--- config.mk ---
export PLATFORM = sky130hd
export DESIGN_NAME = date_counter
export DESIGN_NICKNAME = d
export VERILOG_FILES = /design/src/rtl/date_pkg.sv /design/src/rtl/month_len_calc.sv /design/src/rtl/date_counter.sv
export SDC_FILE = /design/constraint.sdc
export NUM_CORES = 1
export LEC_CHECK = 0
export ABC_AREA = 1
export CAP_MARGIN = 40
export CORE_ASPECT_RATIO = 0.7
export CORE_UTILIZATION = 35
export CTS_BUF_LIST = sky130_fd_sc_hd__clkbuf_16
export DETAILED_ROUTE_END_ITERATION = 7
export DONT_BUFFER_PORTS = 1
export PLACE_DENSITY = 0.49
export SYNTH_ARGS = -nofsm -noshare
export SYNTH_HDL_FRONTEND = slang
export SYNTH_SLANG_ARGS = --single-unit
--- constraint.sdc ---
create_clock -name clk -period 2.47 [get_ports clk]
set_clock_uncertainty 0.1 [all_clocks]
set_input_delay 0.247 -clock clk [delete_from_list [all_inputs] [get_ports clk]]
set_output_delay 0.247 -clock clk [all_outputs]
set_load 0.005 [all_outputs]
--- src/rtl/date_pkg.sv ---
// Shared constants and calendar helpers for the date counter.
// Optional macro GREGORIAN_LEAP_EN selects the full Gregorian leap rule;
// when it is undefined, every year divisible by 4 is a leap year.
package date_pkg;

  localparam int DAY_W = 5;
  localparam int MON_W = 4;

  localparam logic [MON_W-1:0] JAN = 4'd1;
  localparam logic [MON_W-1:0] FEB = 4'd2;
  localparam logic [MON_W-1:0] MAR = 4'd3;
  localparam logic [MON_W-1:0] APR = 4'd4;
  localparam logic [MON_W-1:0] MAY = 4'd5;
  localparam logic [MON_W-1:0] JUN = 4'd6;
  localparam logic [MON_W-1:0] JUL = 4'd7;
  localparam logic [MON_W-1:0] AUG = 4'd8;
  localparam logic [MON_W-1:0] SEP = 4'd9;
  localparam logic [MON_W-1:0] OCT = 4'd10;
  localparam logic [MON_W-1:0] NOV = 4'd11;
  localparam logic [MON_W-1:0] DEC = 4'd12;

  // Year is passed zero-extended to 32 bits so one function serves any YEAR_W.
  // Year 0 is divisible by 4, 100 and 400, so it is leap under both rules.
  function automatic logic is_leap(input logic [31:0] yr);
`ifdef GREGORIAN_LEAP_EN
    return (yr[1:0] == 2'b00) &&
           (((yr % 32'd100) != 32'd0) || ((yr % 32'd400) == 32'd0));
`else
    return (yr[1:0] == 2'b00);
`endif
  endfunction

  // Out-of-range month codes return 31; callers validate the month separately.
  function automatic logic [DAY_W-1:0] month_len(input logic [MON_W-1:0] mon,
                                                 input logic leap);
    logic [DAY_W-1:0] len;
    case (mon)
      APR, JUN, SEP, NOV: len = 5'd30;
      FEB:                len = leap ? 5'd29 : 5'd28;
      default:            len = 5'd31;
    endcase
    return len;
  endfunction

endpackage

--- src/rtl/month_len_calc.sv ---
// Combinational last-day-of-month lookup for a given month and year.
module month_len_calc
  import date_pkg::*;
#(
  parameter int YEAR_W = 12
) (
  input  logic [MON_W-1:0]  mon,
  input  logic [YEAR_W-1:0] year,
  output logic [DAY_W-1:0]  last
);

  // Leap status depends on the year supplied here, not on any stored date.
  assign last = month_len(mon, is_leap(32'(year)));

endmodule

--- src/rtl/date_counter.sv ---
// Registered day/month/year calendar counter advanced by a daily tick.
// Supports validated loads and one-cycle rollover / load-error pulses.
// Optional macro GREGORIAN_LEAP_EN (see date_pkg) selects the leap rule.
module date_counter
  import date_pkg::*;
#(
  parameter int YEAR_W   = 12,
  parameter int RST_YEAR = 2000
) (
  input  logic              clk,
  input  logic              rst,
  input  logic              tick,
  input  logic              load,
  input  logic [DAY_W-1:0]  ld_day,
  input  logic [MON_W-1:0]  ld_mon,
  input  logic [YEAR_W-1:0] ld_year,
  output logic [DAY_W-1:0]  day,
  output logic [MON_W-1:0]  mon,
  output logic [YEAR_W-1:0] year,
  output logic              eom,
  output logic              eoy,
  output logic              year_wrap,
  output logic              load_err
);

  localparam logic [YEAR_W-1:0] YEAR_MAX = '1;
  localparam logic [YEAR_W-1:0] RST_Y    = YEAR_W'(RST_YEAR);

  logic [DAY_W-1:0]  cur_last;
  logic [DAY_W-1:0]  ld_last;
  logic              ld_valid;

  logic [DAY_W-1:0]  day_n;
  logic [MON_W-1:0]  mon_n;
  logic [YEAR_W-1:0] year_n;
  logic              eom_n;
  logic              eoy_n;
  logic              wrap_n;
  logic              err_n;

  month_len_calc #(.YEAR_W(YEAR_W)) u_len_cur (
    .mon  (mon),
    .year (year),
    .last (cur_last)
  );

  month_len_calc #(.YEAR_W(YEAR_W)) u_len_ld (
    .mon  (ld_mon),
    .year (ld_year),
    .last (ld_last)
  );

  assign ld_valid = (ld_mon >= JAN) && (ld_mon <= DEC) &&
                    (ld_day != '0) && (ld_day <= ld_last);

  // Next date and pulses: load wins over tick, and a tick that coincides with
  // any load (accepted or rejected) is dropped.
  always_comb begin
    day_n  = day;
    mon_n  = mon;
    year_n = year;
    eom_n  = 1'b0;
    eoy_n  = 1'b0;
    wrap_n = 1'b0;
    err_n  = 1'b0;
    if (load) begin
      if (ld_valid) begin
        day_n  = ld_day;
        mon_n  = ld_mon;
        year_n = ld_year;
      end else begin
        err_n = 1'b1;
      end
    end else if (tick) begin
      if (day < cur_last) begin
        day_n = day + 5'd1;
      end else if (mon < DEC) begin
        day_n = 5'd1;
        mon_n = mon + 4'd1;
        eom_n = 1'b1;
      end else begin
        day_n  = 5'd1;
        mon_n  = JAN;
        year_n = year + YEAR_W'(1);
        eom_n  = 1'b1;
        eoy_n  = 1'b1;
        wrap_n = (year == YEAR_MAX);
      end
    end
  end

  // Date and pulse registers; pulses are rewritten every cycle so they last one cycle.
  always_ff @(posedge clk or posedge rst) begin
    if (rst) begin
      day       <= 5'd1;
      mon       <= JAN;
      year      <= RST_Y;
      eom       <= 1'b0;
      eoy       <= 1'b0;
      year_wrap <= 1'b0;
      load_err  <= 1'b0;
    end else begin
      day       <= day_n;
      mon       <= mon_n;
      year      <= year_n;
      eom       <= eom_n;
      eoy       <= eoy_n;
      year_wrap <= wrap_n;
      load_err  <= err_n;
    end
  end

endmodule

### Yosys cells after proc, flatten, opt, wreduce, memory -nomap -nowiden

Index checks and enable logic that the tools add are counted.

* bits of input ports: 25
* register bits: 25
* word-level logic and storage cells: 72
* output and inout port bits: 25

* mux-type cells: 31
* equality and inequality tests: 14
* add/subtract/negate cells: 3
* $lt $le $gt $ge: 5
* reductions and logical operators: 12

Operators with widths (number)
* two-way mux 12 bit: 5
* two-way mux 4 bit: 5
* two-way mux 5 bit: 4
* case mux 5 bit (2 select lines): 2
* == test 4 x 3 -> 1 bit, second input constant: 4
* == test 4 bit, second input constant: 4
* two-way mux 1 bit: 15
* adder 12 x 1 -> 12 bit, second input constant: 1
* == test 12 bit, second input constant: 1
* == test 4 x 2 -> 1 bit, second input constant: 2
* OR reduction 4 bit: 2
* adder 5 x 1 -> 5 bit, second input constant: 1
* less-or-equal comparator 5 bit: 1
* < comparator 5 bit: 1
* nonzero test 5 bit: 1
* adder 4 x 1 -> 4 bit, second input constant: 1
* greater-or-equal comparator 4 x 1 -> 1 bit, second input constant: 1
* less-or-equal comparator 4 bit, second input constant: 1
* zero test 2 bit: 2
* < comparator 4 bit, second input constant: 1
* inequality test 2 bit, second input constant: 2
* AND reduction 4 bit: 1
* logical AND 1 bit: 3
* AND reduction 3 bit: 1
* other kinds (3): 3

### Depth between registers and ports, before layout

* depth in word-level cells: 7
* depth in mapped cells: 14
* depth with buffers taken out: 14

### Cells and area by module

From an unflattened synthesis, not the netlist that was laid out.

* cell total of the unflattened synthesis: 311
* area total of the unflattened synthesis: 2045.7 um^2

By module, submodules not included
* date_counter: sequential area each 635.6 um^2, area each 1890.6 um^2, cells an instance 281, times used 1
* month_len_calc: sequential area each 0.0 um^2, area each 77.6 um^2, cells an instance 15, times used 2

### Least setup slack after synthesis

OpenSTA, ideal clock, no wires.

* kind: register -> register
* start point: register mon[0]
* end point: register year[2]
* buffers on the path: 1
* arrival time: 1.979 ns
* library setup time: 0.117 ns
* required time: 2.253 ns
* cell stages (with the launch flop): 13
* period minus slack after synthesis: 2.196 ns
* setup slack: 0.274 ns
* path through: dfstp_2 -> inv_1 -> ha_1 -> nor3b_1 -> ha_1 -> nand2_1 -> nor3_2 -> nand2_4 -> nand3_4 -> nand3_4 -> buf_6 -> nand2_1 -> nand2_1

* longest elaborated chain between the ends: 6
* elaborated cells on any way between the ends: 12
* those cells by class: 2 x order compare; 7 x eq/ne; 1 x mux; 2 x reduce/logical

RTL lines
* start: declaration: RTL line date_counter.sv:18 `output logic [MON_W-1:0] mon,`
* start signal: assignment: RTL line date_counter.sv:104 `mon <= mon_n;`
* == test 4 x 3 -> 1 bit / == test 4 bit (equally long branches): RTL line date_pkg.sv:37 `case (mon)`
* OR reduction 4 bit: RTL line date_pkg.sv:37
* case mux 5 bit (2 select lines): RTL line date_pkg.sv:37
* < comparator 5 bit: RTL line date_counter.sv:75 `if (day < cur_last) begin`
* inequality test 2 bit (no line)
* AND reduction 4 bit (no line) (*)
* end signal: assignment: RTL line date_counter.sv:105 `year <= year_n;`
* end: declaration: RTL line date_counter.sv:19 `output logic [YEAR_W-1:0] year,`

Mark *: on every way between the ends. The rest lies on a longest branch, timed or not.
A chain may end at the register's enable or synchronous reset.

### Final worst setup path

* start point: register mon[0]
* end point: register year[7]

The elaborated chain is that of the path after synthesis.

==> metrics.md <==
| Metric | Value |
|---|---|
| Critical Path End Type | `flip-flop` |
| H-tree Lvls | `1` |
| Core Area | `about 5300 um2` |
| Worst Hold Class | `in2reg` |
| Total grt overflow | `0` |
| Ys async rst share | `1.00` |
| Final-report setup violation count | `0` |
| Die height | `65 um` |
| Post-Synth Simple-Gate Area | `0.431` |
| YS warnings | `0` |
| Synth cell types | `36` |
| Leakage | `between 0.001 and 0.0015 uW` |
| Fin crit share | `0.931` |
| Initial Utilization | `0.372` |
| Length in cells of the worst reg-to-reg path | `11` |
| Nets | `333` |
| Slew margin rel. | `0.672` |
| Multi-input logic area | `1200 um2` |
| Num CTS Buffers | `3` |
| Post-synth top flop | `dfrtp_1` |
| Setup repair after global routing missed its margin | `no` |
| Slew Limit Fails | `0` |
| Routed WL per cell | `about 15 um` |
| Reg area | `636 um2` |
| Post-synth EDFFs | `0` |
| CTS sink cnt | `25` |
| # rows | `22` |
| Vias in the first global route | `1674` |
| CTS tree | `done` |
| Total Negative Setup Slacks | `0 ns` |
| Routed wire length | `between 5000 and 6000 um` |
| Cell Area, Synth | `between 1500 and 2000 um2` |
| Die W | `between 90 and 100 um` |
| Multiplexer share of the synthesized area | `0` |
| Number of fill cells | `595` |
| Pre-antenna DRT Iters | `5` |
| Die ar. | `5980 um2` |
| All-Layer GR Usage | `0.192` |
| DPL Wire Length | `4110 um` |
| Post-synthesis compound-gate area fraction | `0.0662` |
| Critical Path RT | `approximately 2.6 ns` |
| Startpoint Class | `flip-flop` |
| Flops & latches, synth | `25` |
| Outcome | `finished, final reports clean` |
| Initial antenna violation count | `0` |
| Diode count | `0` |
| Final ANT Viol Nets | `0` |
| GPL Wtd Cong | `about 0.76` |
| CTS root buffer | `clkbuf_16` |
| # IOs | `50` |
| Clock transition at path regs | `approximately 0.070 ns` |
| Data arrival, critical path | `about 2.4 ns` |
| Final Critical Period | `roughly 2.3 ns` |
| Pin count of the biggest net entering global routing | `27` |
| Clock Path Buffers | `2` |
| Vias/cell | `~5` |
| Share of cells above drive strength 1 | `0.131` |
| Post-Syn Nets | `325` |
| Commonest non-fill, non-tap cell in the layout | `nand2_1` |
| Clock latency on the worst-skew pair | `approximately 0.26 ns` |
| Register area share after synthesis | `0.320` |
| Pwr Density | `677 nW/um2` |
| Port-buffer cells | `0` |
| Via Count | `about 1800` |
| Max_cap viols | `0` |
| DRC Markers | `0` |
| Worst Tran Pin Value | `between 0.4 and 0.5 ns` |
| Crit Path Class | `reg2reg` |
| F_max | `435 MHz` |
| Post-Synth XOR/XNOR Area | `0.0221` |
| Starting DRC count in detailed routing | `between 60 and 70` |
| Mapped Avg Cell Area | `a little under 7 um2` |
| Worst hold path cell count | `2` |
| Mapped Cells | `290` |
| Critical Path Fanout Max | `7` |
| Fin. Hold Viols | `0` |
| Dpl ws | `about 0.054 ns` |
| Most frequent cells in the layout | `nand2_1, inv_1, nor2_1, nand4_1, dfrtp_1` |
| VDD IR max | `just under 0.3 mV` |
| Final worst slack | `approximately 0.17 ns` |
| Area grow syn2layout | `12.3%` |
| Adder-Cell Fraction of Synth Area | `0.0631` |
| First-pass GRT wire length | `just under 9000 um` |
| Main combinational cell family by area after synthesis | `simple AND/OR/NAND/NOR gates` |
path summary, 6_finish.rpt:
| check | to | startpoint | slack (ns) |
|---|---|---|---|
| max | year[7] | mon[0] | 0.17 |
| min in group asynchronous | eom | rst | 0.29 |
| min | load_err | load | 0.04 |
| max reg2reg | year[7] | mon[0] | 0.17 |
| max in group asynchronous | year[7] | rst | 1.34 |
| min reg2reg | year[7] | year[7] | 0.40 |
where the power goes:
| group | internal (uW) | switching, uW | total (uW) |
|---|---|---|---|
| Sequential | 526 | 173 | 699 |
| Clock | 220 | 155 | 375 |
| Combinational | 174 | 261 | 434 |
| Total | 919 | 589 | 1510 |
metal layers:
layer / vias to the layer above / GRT usage / routed length, um
met2: 48 / 0.265 / 2130
met1: 824 / 0.301 / 2990
met4: 0 / 0.0176 / 34
met3: 4 / 0.0516 / 374
li1: 954 / - / -
met5: - / 0 / 0
registers in the layout (all words and copies together), names as in the netlist:
| signal | count |
|---|---|
| load_err | 1 |
| mon | 4 |
| year_wrap | 1 |
| eom | 1 |
| day | 5 |
| eoy | 1 |
| year | 12 |
stage by stage:
step	hold WS [ns]	cells	cell area, um2	power [uW]	util
finish	0.0417	369	2230	1510	0.417
global route	0.0614	369	2230	1640	0.417
CTS	0.0448	364	2160	1500	0.404
detailed placement	0.0332	359	2060	1120	0.386
global placement	0.284	358	2040	1120	0.381
floorplan	0.168	290	1980	1010	-
cell families after synthesis:
kind of cell,Yosys count
buf+inv,40
compound gates,24
flops,25
fa+ha+maj,10
simple gates,186
xor+xnor,5
worst max-delay path, cell delays in order (launching register included):
cell     delay, ns
dfstp_2       0.60
inv_2         0.06
ha_2          0.19
nor3b_1       0.15
ha_1          0.29
nand2_1       0.07
nor3_4        0.21
nand2_4       0.09
nand3_4       0.14
buf_6         0.16
nand4_1       0.08
nand2_1       0.09
synth_stat cells, types with 3 or more instances:
cell | n | area, um2
inv_1 | 30 | 113
nor2_1 | 20 | 75.1
ha_1 | 10 | 125
nand4_1 | 20 | 125
nand2_4 | 3 | 33.8
o21ai_0 | 14 | 70.1
dfrtp_1 | 17 | 425
nand2_1 | 113 | 424
a21oi_1 | 4 | 20.0
buf_2 | 3 | 15.0
dfstp_2 | 8 | 210
nand3_1 | 16 | 80.1
xor2_1 | 3 | 26.3
cell type report:
cell class / instances / area share
clock buffers: 3 / 0.0337
clock inverters: 1 / 0.00337
well taps: 72 / 0.0404
flip-flops and latches: 25 / 0.285
inverters: 31 / 0.0522
multi-input cells: 227 / 0.540
repair buffers: 10 / 0.0455
repair_timing:
item,4_1_cts,5_1_grt
hold buffers,1,0
buffers inserted,0,3
endpoints found under the hold margin,5,0
setup endpoints to repair,0,15
resized for setup,0,9
(Power assumes the default switching activity.)
==> RTL edit 1 (same flow settings) <==
Add a define of `GREGORIAN_LEAP_EN`.
--- a/src/rtl/date_pkg.sv
+++ b/src/rtl/date_pkg.sv
@@ -3,2 +3,4 @@
 // when it is undefined, every year divisible by 4 is a leap year.
+`define GREGORIAN_LEAP_EN
+
 package date_pkg;
Function: changed (a bounded check fails within 4 cycles, from zero or initial values and one cycle with rst high).
==> RTL edit 1 against the original RTL <==
- the run now ends with negative setup slack left
- critical path type is now input port to register
- sequential share of layout area decreased by 18 points
- utilization rose by 14 points
- wire length increased by 130%
- area after synthesis rose by 93%
- design area rose to 2.6 times the old value
- sequential cell count stayed put
- setup slack got worse by 2.7 ns
Power is not shown: default switching activity piles up to over one toggle a cycle in this logic, so the estimate is an artifact.
==> RTL edit 1: results (changes against the original RTL) <==
outcome: "finished with violations"
violations: "negative setup slack"
netlist_instances: 622  # +110%
clockBufferDepth: 2  # unchanged
synth_top_cells_by_count: "nand2_1, inv_1, nand3_1"
post_drt_wl_per_cell_um: 13.9  # -7.2%
dr.pass1.iters: 6  # +1
critPathArrivalTime_ns: 5.08  # +2.68 ns
dr.first_iter.drc_count: 195  # +210%
layout_commonest_cell: "buf_4"
via_per_inst: 5.00  # +0.91%
slowest_stage: "xnor2_1"
report.final.setup_viol: 25  # +25
grt.total_usage_pct: 23.2  # +4.0 points
drive_gt1_share_pct: 44.2  # +31 points
synth-seq-area-share_pct: 16.6  # -15 points
place_ws_ns: -2.90  # -2.96 ns
dpl_cell_area_um2: 4970  # +140%
grt_pass1_wl_mm: 21.1  # +140%
rrSetupSlack_ns: -2.31  # -2.48 ns
slowest_delay_ns: 0.30  # -0.30 ns
synth_nets: 659  # +100%
grt_pass1_vias: 4369  # +160%
tightestPinTransition_ns: 0.546  # +0.0558 ns
yosys.area.top_type_share_pct: 18.2  # -3.2 points
fin_cells: 921  # +150%
remaining_drc_errors: 0  # unchanged
dp.cells: 869  # +140%
setup_slack_ns: -2.50  # -2.67 ns
yosys.cell_types.count: 45  # +25%
gp_congestion: 0.908  # +19%
synth_area_leaders: "nand2_1, dfrtp_1, nand4_1, nand3_1, inv_1"
nNetsFinal: 811  # +140%
tns_ns: -60.03  # -60.03 ns
dpl.hpwl_mm: 9.53  # +130%
critPathTopFamily: "simple AND/OR/NAND/NOR gates"
## RTL edit 1: worst paths after layout
path,from,to,depth (start not counted)
worst min register to register,day[0]$_DFFE_PP1P_,day[0]$_DFFE_PP1P_,2
worst max-delay path,ld_year[8],year[9]$_DFFE_PP1P_,38
max in group asynchronous,rst,year[4]$_DFFE_PP1P_,3
min in group asynchronous,rst,eoy$_DFF_PP0_,2
worst min-delay path,load,year[10]$_DFFE_PP1P_,3
worst max register to register,year[7]$_DFFE_PP1P_,year[11]$_DFFE_PP0P_,37
## RTL edit 1: timing repair
| item | CTS | global route |
|---|---|---|
| setup endpoints to repair | 25 | 25 |
| hold endpoints to repair | 17 | 0 |
| buffers inserted | 37 | 8 |
| cloned | 3 | 0 |
| hold buffers | 1 | 0 |
| gates resized for setup | 71 | 47 |
| pin swaps | 58 | 25 |
## RTL edit 1: cells by family (layout without fill, tap and decap cells)
| group | count (synthesis) | count (layout) | synth area share (%) |
|---|---|---|---|
| buffers and inverters | 93 | 242 | 10.0 |
| and+or+nand+nor | 398 | 400 | 51.9 |
| adders and majority gates | 12 | 12 | 3.91 |
| xor gates and xnor gates | 30 | 30 | 7.24 |
| AOI/OAI and AO/OA | 64 | 64 | 10.3 |
| DFF | 25 | 25 | 16.6 |
## RTL edit 1: stage by stage
stage	hold WS, ns	utilization, %
2_1_floorplan	0.168	-
3_3_place_gp	0.321	47.1
3_5_place_dp	0.00280	47.3
4_1_cts	0.0747	53.5
5_1_grt	0.0934	55.8
6_report	0.0780	55.8
## RTL edit 1: area by class of cell
class                      instances  area (µm²)
tap                              148         185
clock buffer                       3        75.1
sequential                        25         636
fill                            1015        4650
clock inverter                     1        5.00
inverter                          77         294
timing repair buffer             161        1270
multi-input combinational        506        3400
## RTL edit 1: worst register-to-register path, delay by kind of cell (launching register included)
family                   cells  cell delay (ns)
XOR/XNOR                     1             0.16
AND/OR/NAND/NOR             30             2.94
flip-flops                   1             0.56
buffers and inverters        3             0.31
AO/OA/AOI/OAI                2             0.34
adder cells (fa/ha/maj)      1             0.25
## RTL edit 1: layer usage
layer	routed length (µm)	part of all wire (%)	GRT usage [%]
met1	6250	49	30.8
met2	5950	46	40.7
met3	528	4.1	3.97
met4	78	0.61	3.25
met5	0	0	0
==> RTL edit 2 (same flow settings) <==
Without the edit above. Remove the register `eom`: a continuous assignment takes its place, so the output `eom` follows one clock earlier.
--- a/src/rtl/date_counter.sv
+++ b/src/rtl/date_counter.sv
@@ -97,3 +97,2 @@
       year      <= RST_Y;
-      eom       <= 1'b0;
       eoy       <= 1'b0;
@@ -105,3 +104,2 @@
       year      <= year_n;
-      eom       <= eom_n;
       eoy       <= eoy_n;
@@ -112,2 +110,4 @@
 
+  assign eom = eom_n;
+
 endmodule
Function: changed (Yosys sat finds a counterexample within 4 cycles, from zero or initial values and one cycle with rst high).
==> RTL edit 2 against the original RTL <==
- combinational power up 8.1%
- area after synthesis down 3.8%
- via count grew 0.87%
- highest routed layer unchanged
- sequential cell count decreased by 1
- synthesized cell count shrank 1.0%
- maximum frequency decreased by 3.5%
- critical path type is now register to output pin
- design area decreased by 2.3%
- wire length down 2.0%
- setup slack worse by 0.084 ns
- first-iteration DRC count up 53%
- power rose by 8.0%
- die area shrank 3.7%
==> RTL edit 2: results (changes against the original RTL) <==
p_leak_nw: 1.13  # -1.5%
synth_xor_area_share_pct: 1.84  # -0.37 points
tightestPinTransition_ns: 0.414  # -0.0760 ns
synth_adder_area_share_pct: 6.56  # +0.25 points
grt_pass1_wl_mm: 8.84  # +0.23%
min-delay-path-class: "input port to register"
synth_nets: 322  # -0.92%
grt_max_degree: 24  # -11%
hold_start: "load"
synth_top_family_by_area: "simple AND/OR/NAND/NOR gates"
yosys.cell_types.count: 34  # -5.6%
dr.first_iter.drc_count: 95  # +53%
synth-seq-area-share_pct: 32.0  # about the same
critPathArrivalTime_ns: 2.04  # -0.36 ns
totalWireLength_mm: 5.42  # -2.0%
r2r_end: "year[3]$_DFFE_PP0P_"
synth_top_cells_by_count: "nand2_1, inv_1, nand3_1, nor2_1, nand4_1"
ir_drop_mv: 0.380  # +31%
critPathMaxFanout: 3  # -4
dpl.hpwl_mm: 4.09  # -0.71%
grt_pass1_vias: 1654  # -1.2%
rrSetupSlack_ns: 0.20  # +0.03 ns
via_per_inst: 5.00  # +0.87%
outcome: "completed"
antenna_found_initial: 0  # unchanged
dr.pass1.iters: 4  # -1
worstRegToRegCells: 11  # unchanged
io_buffers: 0  # unchanged
synth_area_leaders: "nand2_1, dfrtp_1, dfstp_2, ha_1, nand4_1"
clock_latency_ns: 0.26  # about the same
gp_congestion: 0.776  # +1.6%
synth_flop_cell: "dfrtp_1"
grt.total_usage_pct: 19.6  # +0.37 points
synth_compound_area_share_pct: 6.69  # +0.068 points
drive_gt1_share_pct: 12.1  # -1.0 points
dpl_cell_area_um2: 2040  # -1.3%
timing.hold.ws_ns: 0.00497  # -0.0367 ns
[RTL edit 2: changes by cell type after synthesis, sizes merged]
cell    delta
nor3       -2
o21ai      -5
a21boi     +1
nor2       +2
a31oi      +1
nand2      +1
xnor2      -1
nand3b     -1
or2        -1
inv        -3
nand3      +5
dfrtp      -1
o21bai     +1
[RTL edit 2: critical path, cell delays in order (launching register included)]
cell and delay [ns]:
dfstp_2 0.53, inv_1 0.06, ha_1 0.23, nor3b_1 0.15, ha_1 0.28, nand2_1 0.05
nor2_2 0.18, a21boi_1 0.11, nor2_1 0.19
[RTL edit 2: logic make-up (layout without fill, tap and decap cells)]
family                   Yosys count  in the layout
AND/OR/NAND/NOR                  190            190
buffers and inverters             37             47
flip-flops                        24             24
AO/OA/AOI/OAI                     22             22
adder cells (fa/ha/maj)           10             10
XOR/XNOR                           4              4
[RTL edit 2: routing by layer]
metal,up-vias,global-route usage (%),part of all wire (%)
met4,0,3.02,0.35
li1,952,-,-
met5,-,0,0
met3,2,5.24,7.8
met1,841,29.7,52
met2,51,28.0,39
[RTL edit 2: cell type report]
type | instances | area, µm²
clock buffers | 3 | 75.1
inverters | 28 | 105
repair buffers | 15 | 135
clock inverters | 1 | 30.0
fillers | 574 | 3080
flip-flops and latches | 24 | 611
multi-input cells | 226 | 1130
well taps | 72 | 90.1
[RTL edit 2: what timing repair did]
item                                   4_1_cts  5_1_grt
gates resized for setup                      0        2
hold buffers                                 1        0
setup endpoints to repair                    0        2
buffers inserted                             0        3
endpoints found under the hold margin       17        0
[RTL edit 2: how the worst max path moves through the flow]
stage / startpoint / end / depth (start not counted)
5_1_grt: mon[0]$_DFFE_PP1P_ / eom / 8
4_1_cts: mon[0]$_DFFE_PP1P_ / eom / 8
6_report: mon[0]$_DFFE_PP1P_ / eom / 8
2_1_floorplan: mon[0]$_DFFE_PP1P_ / year[2]$_DFFE_PP0P_ / 12
3_5_place_dp: ld_mon[1] / year[1]$_DFFE_PP0P_ / 12
3_3_place_gp: ld_mon[1] / year[11]$_DFFE_PP0P_ / 12
[RTL edit 2: power by group]
group | switching, W | internal (W)
combinational | 0.000277 | 0.000192
sequential | 0.000179 | 0.000515
clock | 0.000145 | 0.000322
total | 0.000601 | 0.00103
[RTL edit 2: per-stage QoR]
step,std cells,setup slack (ns)
CTS,366,0.0263
global route,369,0.00402
floorplan,287,0.284
finish,369,0.0863
global placement,360,0.138
detailed placement,361,0.149
